### src/rtl/mannix_layer_sequencer.sv
// Layer descriptor queue and issue sequencer for the mannix accelerator engines.
// Issues one CNN/POOL/FC/SYNC descriptor at a time and waits for the target engine's done.
module mannix_layer_sequencer #(
  parameter int unsigned ADDR_WIDTH = 19,
  parameter int unsigned FIFO_DEPTH = 4,
  parameter int unsigned TIMEOUT_W  = 20
) (
  input  logic                          clk,
  input  logic                          rst_n,
  input  logic                          cmd_valid,
  output logic                          cmd_ready,
  input  logic [1:0]                    cmd_op,
  input  logic [ADDR_WIDTH-1:0]         cmd_addr_x,
  input  logic [ADDR_WIDTH-1:0]         cmd_addr_y,
  input  logic [ADDR_WIDTH-1:0]         cmd_addr_b,
  input  logic [ADDR_WIDTH-1:0]         cmd_addr_z,
  input  logic [31:0]                   cmd_dims,
  output logic [ADDR_WIDTH-1:0]         eng_addr_x,
  output logic [ADDR_WIDTH-1:0]         eng_addr_y,
  output logic [ADDR_WIDTH-1:0]         eng_addr_b,
  output logic [ADDR_WIDTH-1:0]         eng_addr_z,
  output logic [31:0]                   eng_dims,
  output logic                          cnn_go,
  output logic                          pool_go,
  output logic                          fc_go,
  input  logic                          cnn_done,
  input  logic                          pool_done,
  input  logic                          fc_done,
  input  logic                          cnn_busy,
  input  logic                          pool_busy,
  input  logic                          fc_busy,
  input  logic [TIMEOUT_W-1:0]          timeout_limit,
  input  logic                          err_clr,
  output logic                          seq_busy,
  output logic                          seq_err,
  output logic [15:0]                   done_cnt,
  output logic [$clog2(FIFO_DEPTH):0]   fifo_level
);

  localparam int unsigned PtrW = $clog2(FIFO_DEPTH);

  typedef enum logic [1:0] {OpCnn = 2'd0, OpPool = 2'd1, OpFc = 2'd2, OpSync = 2'd3} op_e;
  typedef enum logic [1:0] {StIdle, StIssue, StWait} state_e;

  typedef struct packed {
    op_e                   op;
    logic [ADDR_WIDTH-1:0] addr_x;
    logic [ADDR_WIDTH-1:0] addr_y;
    logic [ADDR_WIDTH-1:0] addr_b;
    logic [ADDR_WIDTH-1:0] addr_z;
    logic [31:0]           dims;
  } desc_t;

  desc_t               mem_q [FIFO_DEPTH];
  logic [PtrW-1:0]     wr_ptr_q, rd_ptr_q;
  logic [PtrW:0]       count_q;
  logic                full, empty, push, pop;
  desc_t               desc_in, head;

  state_e              state_q;
  op_e                 op_q;
  logic [TIMEOUT_W-1:0] timer_q;
  logic [TIMEOUT_W:0]  timer_inc;
  logic                timeout_hit;
  logic                target_busy, target_done;
  logic                cnn_go_q, pool_go_q, fc_go_q;

  assign full    = (count_q == (PtrW+1)'(FIFO_DEPTH));
  assign empty   = (count_q == '0);
  assign push    = cmd_valid && !full;
  assign desc_in = '{op: op_e'(cmd_op), addr_x: cmd_addr_x, addr_y: cmd_addr_y,
                     addr_b: cmd_addr_b, addr_z: cmd_addr_z, dims: cmd_dims};
  assign head    = mem_q[rd_ptr_q];

  always_comb begin
    target_busy = 1'b0;
    target_done = 1'b0;
    unique case (op_q)
      OpCnn:   begin target_busy = cnn_busy;  target_done = cnn_done;  end
      OpPool:  begin target_busy = pool_busy; target_done = pool_done; end
      OpFc:    begin target_busy = fc_busy;   target_done = fc_done;   end
      default: ;
    endcase
  end

  // The entry leaves the FIFO on the edge the FSM leaves ISSUE.
  assign pop = (state_q == StIssue) && ((op_q == OpSync) || !target_busy);

  assign timer_inc   = {1'b0, timer_q} + 1'b1;
  assign timeout_hit = (timeout_limit != '0) && (timer_inc >= {1'b0, timeout_limit});

  always_ff @(posedge clk) begin
    if (push) mem_q[wr_ptr_q] <= desc_in;
  end

  always_ff @(posedge clk or negedge rst_n) begin
    if (!rst_n) begin
      wr_ptr_q <= '0;
      rd_ptr_q <= '0;
      count_q  <= '0;
    end else begin
      if (push) wr_ptr_q <= wr_ptr_q + 1'b1;
      if (pop)  rd_ptr_q <= rd_ptr_q + 1'b1;
      if (push && !pop)      count_q <= count_q + 1'b1;
      else if (pop && !push) count_q <= count_q - 1'b1;
    end
  end

  always_ff @(posedge clk or negedge rst_n) begin
    if (!rst_n) begin
      state_q    <= StIdle;
      op_q       <= OpCnn;
      eng_addr_x <= '0;
      eng_addr_y <= '0;
      eng_addr_b <= '0;
      eng_addr_z <= '0;
      eng_dims   <= '0;
      cnn_go_q   <= 1'b0;
      pool_go_q  <= 1'b0;
      fc_go_q    <= 1'b0;
      timer_q    <= '0;
      done_cnt   <= '0;
      seq_err    <= 1'b0;
    end else begin
      cnn_go_q  <= 1'b0;
      pool_go_q <= 1'b0;
      fc_go_q   <= 1'b0;
      if (err_clr) seq_err <= 1'b0;
      unique case (state_q)
        StIdle: begin
          if (!empty) begin
            op_q       <= head.op;
            eng_addr_x <= head.addr_x;
            eng_addr_y <= head.addr_y;
            eng_addr_b <= head.addr_b;
            eng_addr_z <= head.addr_z;
            eng_dims   <= head.dims;
            state_q    <= StIssue;
          end
        end
        StIssue: begin
          if (op_q == OpSync) begin
            done_cnt <= done_cnt + 16'd1;
            state_q  <= StIdle;
          end else if (!target_busy) begin
            cnn_go_q  <= (op_q == OpCnn);
            pool_go_q <= (op_q == OpPool);
            fc_go_q   <= (op_q == OpFc);
            timer_q   <= '0;
            state_q   <= StWait;
          end
        end
        StWait: begin
          if (target_done) begin
            done_cnt <= done_cnt + 16'd1;
            state_q  <= StIdle;
          end else if (timeout_hit) begin
            seq_err <= 1'b1;  // overrides a coincident err_clr
            state_q <= StIdle;
          end else if (timer_q != '1) begin
            timer_q <= timer_inc[TIMEOUT_W-1:0];
          end
        end
        default: state_q <= StIdle;
      endcase
    end
  end

  assign cnn_go     = cnn_go_q;
  assign pool_go    = pool_go_q;
  assign fc_go      = fc_go_q;
  assign cmd_ready  = !full;
  assign seq_busy   = !empty || (state_q != StIdle);
  assign fifo_level = count_q;

endmodule

### config.mk
export PLATFORM = sky130hd
export DESIGN_NAME = mannix_layer_sequencer
export DESIGN_NICKNAME = d
export VERILOG_FILES = /design/src/rtl/mannix_layer_sequencer.sv
export SDC_FILE = /design/constraint.sdc
export NUM_CORES = 1
export LEC_CHECK = 0
export ABC_AREA = 1
export ABC_CLOCK_PERIOD_IN_PS = 6800
export BUFFER_PORTS_ARGS = -buffer_cell sky130_fd_sc_hd__buf_2
export CORE_UTILIZATION = 55
export DETAILED_ROUTE_END_ITERATION = 16
export HOLD_SLACK_MARGIN = 0.02
export PLACE_DENSITY = 0.76
export SLEW_MARGIN = 5
export SYNTH_ARGS = -nofsm -noshare
export SYNTH_HDL_FRONTEND = slang
export SYNTH_SLANG_ARGS = --single-unit
### constraint.sdc
create_clock -name clk -period 6.8 [get_ports clk]
set_clock_uncertainty 0.2 [all_clocks]
set_input_delay 0.68 -clock clk [delete_from_list [all_inputs] [get_ports clk]]
set_output_delay 0.68 -clock clk [all_outputs]
set_load 0.02 [all_outputs]
==> impl_metrics.toml <==
[power_and_ir_drop]
pwr-share-comb = 0.312
power_per_cell_area_mw_per_mm2 = 467
p_clk_frac = 0.274
swShare = 0.364
ir_drop_mv = 0.302
seqPwrFrac = 0.414
power_switching_mw = 4.75
power_mw = 13.0
p_leak_nw = 10.9
p_int_mw = 8.28

[global_routing]
grt_pass1_wl_um = 85400
antenna_found_initial = 17
grt_pass1_vias = 15800
grt_overflow_total = 0
grt_usage = 0.250
grt_max_degree = 140

[sta]
setup_viol = 0
rsz0062_at_grt = "no"
worst_pin_slew_ns = 1.11
final-hold-violation-count = 1
fmax_ghz = 0.260
whs_ns = -0.0174
fin_crit_sh = 0.567
max_slew_margin = 0.262
tns_ns = 0
min_period_ns = 3.85
drv_slew = 0

[critical_path]
worst_path_max_delay_cell = "nand3_2"
path_cells = "ha_1 > nand2_2 > nor2_4 > nand2_2 > inv_1 > nand2_1 > xor2_1 > inv_1 > ha_1 > nand2_1 > nor2_1 > nand2_1 > nor2_1 > nor2_1 > nor2_1 > nor2_1 > nand2_2 > nand3_2 > nand3_2 > nand2_1 > nand2_1"
critPathTopFamily = "simple AND/OR/NAND/NOR gates"
r2r-start = "timer_q[0]"
reg2reg_slack_ns = 2.95
reg2reg_depth = 21
crit_required_ns = 7.13
cp_max_fo = 21
path_class = "reg -> reg"
critPathLaunch = "timer_q[0]"
cp-end-kind = "flop"
crit_cells = 21
r2r-end = "timer_q[15]"
worst_setup_path_start_kind = "flop"
worstPathArrival_ns = 4.18
path_buf_inv = 2
max_stage_delay_ns = 0.50

[placement]
port_buffers = 272
hpwl_um = 31500
gp_congestion = 0.832
place_inst = 2787

[drt]
drc_errors = 0
via_per_inst = 5.52
dr_total_vias = 16000
wl_per_cell_um = 19.0
drtIter0Drc = 1280
dr.pass1.iters = 7
antenna_left = 0
wl_um = 55100

[min_path]
worstHoldPathType = "in -> async"

[cells_and_area]
multi_input_area_mm2 = 0.00589
seq_area_mm2 = 0.0172
final_util = 0.659
drive_above_1_share = 0.182
syn2layout_area_growth_pct = 16.8
fin_cells = 2906
fin_nets = 2438
fillCellCount = 3107

[die]
die_height_um = 210
ios = 273
die-area_mm2 = 0.0442
rows = 75
die_w_um = 210
core_area_mm2 = 0.0423
start_util = 0.564

[clock_network]
clock_path_buffers = 3
cts_sinks = 599
cts_tree = "yes"
holdBufCountCts = 0
cts_buffers = 58
root_buffer = "clkbuf_16"
cts-resized-gates = 0
insertion_delay_ns = 0.62
cts.htree.levels = 2
post_cts_buffers = 0
path_clk_slew_ns = 0.07

[synthesis]
ys_seq_elements = 599
ys_seq_area_frac = 0.721
yosys_warnings = 0
syn_area_per_cell_um2 = 11.8
synth_area_mm2 = 0.0239
synth_nets = 2197
syn_inst = 2029
synth_cell_types = 43

[run]
drv_cap = 0

[status]
status = "complete, but fails checks"
violations = "negative hold slack"
## layout make-up
cell class / count / area share
Sequential cell: 599 / 0.617
Clock buffer: 74 / 0.0586
Clock inverter: 36 / 0.0197
Inverter: 94 / 0.0131
Multi-Input combinational cell: 1228 / 0.211
Timing Repair Buffer: 289 / 0.0536
Antenna cell: 9 / 0.000808
Tap cell: 577 / 0.0259
## power groups by stage
| stage | Combinational [mW] | Sequential (mW) | Clock [mW] |
|---|---|---|---|
| global route | 4.49 | 5.48 | 3.76 |
| detailed placement | 4.06 | 5.45 | 0 |
| global placement | 3.93 | 5.42 | 0 |
| CTS | 4.08 | 5.39 | 3.62 |
| finish | 4.06 | 5.40 | 3.57 |
| floorplan | 2.41 | 5.80 | 0 |
## worst reg2reg max path: cells and delay by family, from the launching register on
family                     cells  cell delay, ns
adders and majority gates      2            0.53
DFF                            1            0.46
and+or+nand+nor               16            2.17
xor gates and xnor gates       1            0.30
buffers and inverters          2            0.15
## state kept, by name, summed over array words and instances (netlist names), 3 cells and up
register and flops:
timer_q 20, eng_addr_b 19, eng_dims 32, mem_q 440
fifo_level 3, eng_addr_y 19, done_cnt 16, eng_addr_z 19
eng_addr_x 19
## through the flow
step                cell area [um^2]  setup WS, ns
finish                         27900          2.95
detailed placement             25700          3.00
CTS                            27800          2.97
global placement               25700          3.10
floorplan                      23900         0.408
global route                   27900          2.62
## cell usage in the layout (no fill, tap or decap), types with 11 or more instances in the layout
cell type and instances:
a21oi_1 11, a31oi_1 108, buf_2 271, buf_4 17
bufinv_16 13, clkbuf_16 60, clkinv_2 15, dfrtp_1 157
edfxtp_1 440, ha_1 27, inv_1 89, nand2_1 123
nand3_1 27, nand4_1 34, nor2_1 591, o21ai_0 232
xor2_1 18
## Yosys cell counts, drive strengths merged
library cell | number | share of area
nor2 | 599 | 0.095
edfxtp | 440 | 0.55
o21ai | 234 | 0.049
dfrtp | 159 | 0.17
nand2 | 128 | 0.021
a31oi | 108 | 0.028
inv | 94 | 0.015
clkbuf | 82 | 0.013
nand4 | 35 | 0.0094
nand3 | 30 | 0.0069
ha | 27 | 0.014
buf | 26 | 0.0060
xor2 | 18 | 0.0066
a21oi | 13 | 0.0034
nor3 | 10 | 0.0026
xnor2 | 9 | 0.0033
nor4 | 4 | 0.0013
nand3b | 2 | 0.00063
o22ai | 2 | 0.00052
o31ai | 2 | 0.00063
or2 | 2 | 0.00052
a21o | 1 | 0.00031
fa | 1 | 0.00084
nor3b | 1 | 0.00031
o211ai | 1 | 0.00052
o21bai | 1 | 0.00031
## kinds of logic after synthesis
family | after synthesis | synth area share
simple gates | 811 | 0.137
fa+ha+maj | 28 | 0.0150
xor+xnor | 27 | 0.00991
flops | 599 | 0.721
compound gates | 362 | 0.0831
buf+inv | 202 | 0.0339
## metal layers
layer / global-route usage / share of wire
met1: 0.319 / 0.40
met2: 0.418 / 0.49
met3: 0.0560 / 0.075
met4: 0.0999 / 0.031
met5: 0 / 0.0018
## worst max path at each step
| stage | endpoint | slack [ns] |
|---|---|---|
| floorplan | mem_q[0][0] | 0.41 |
| global route | timer_q[15] | 2.62 |
| global placement | timer_q[1] | 3.10 |
| CTS | timer_q[15] | 2.97 |
| finish | timer_q[15] | 2.95 |
| detailed placement | timer_q[15] | 3.00 |
No activity file was read; power rests on OpenSTA's default activity.
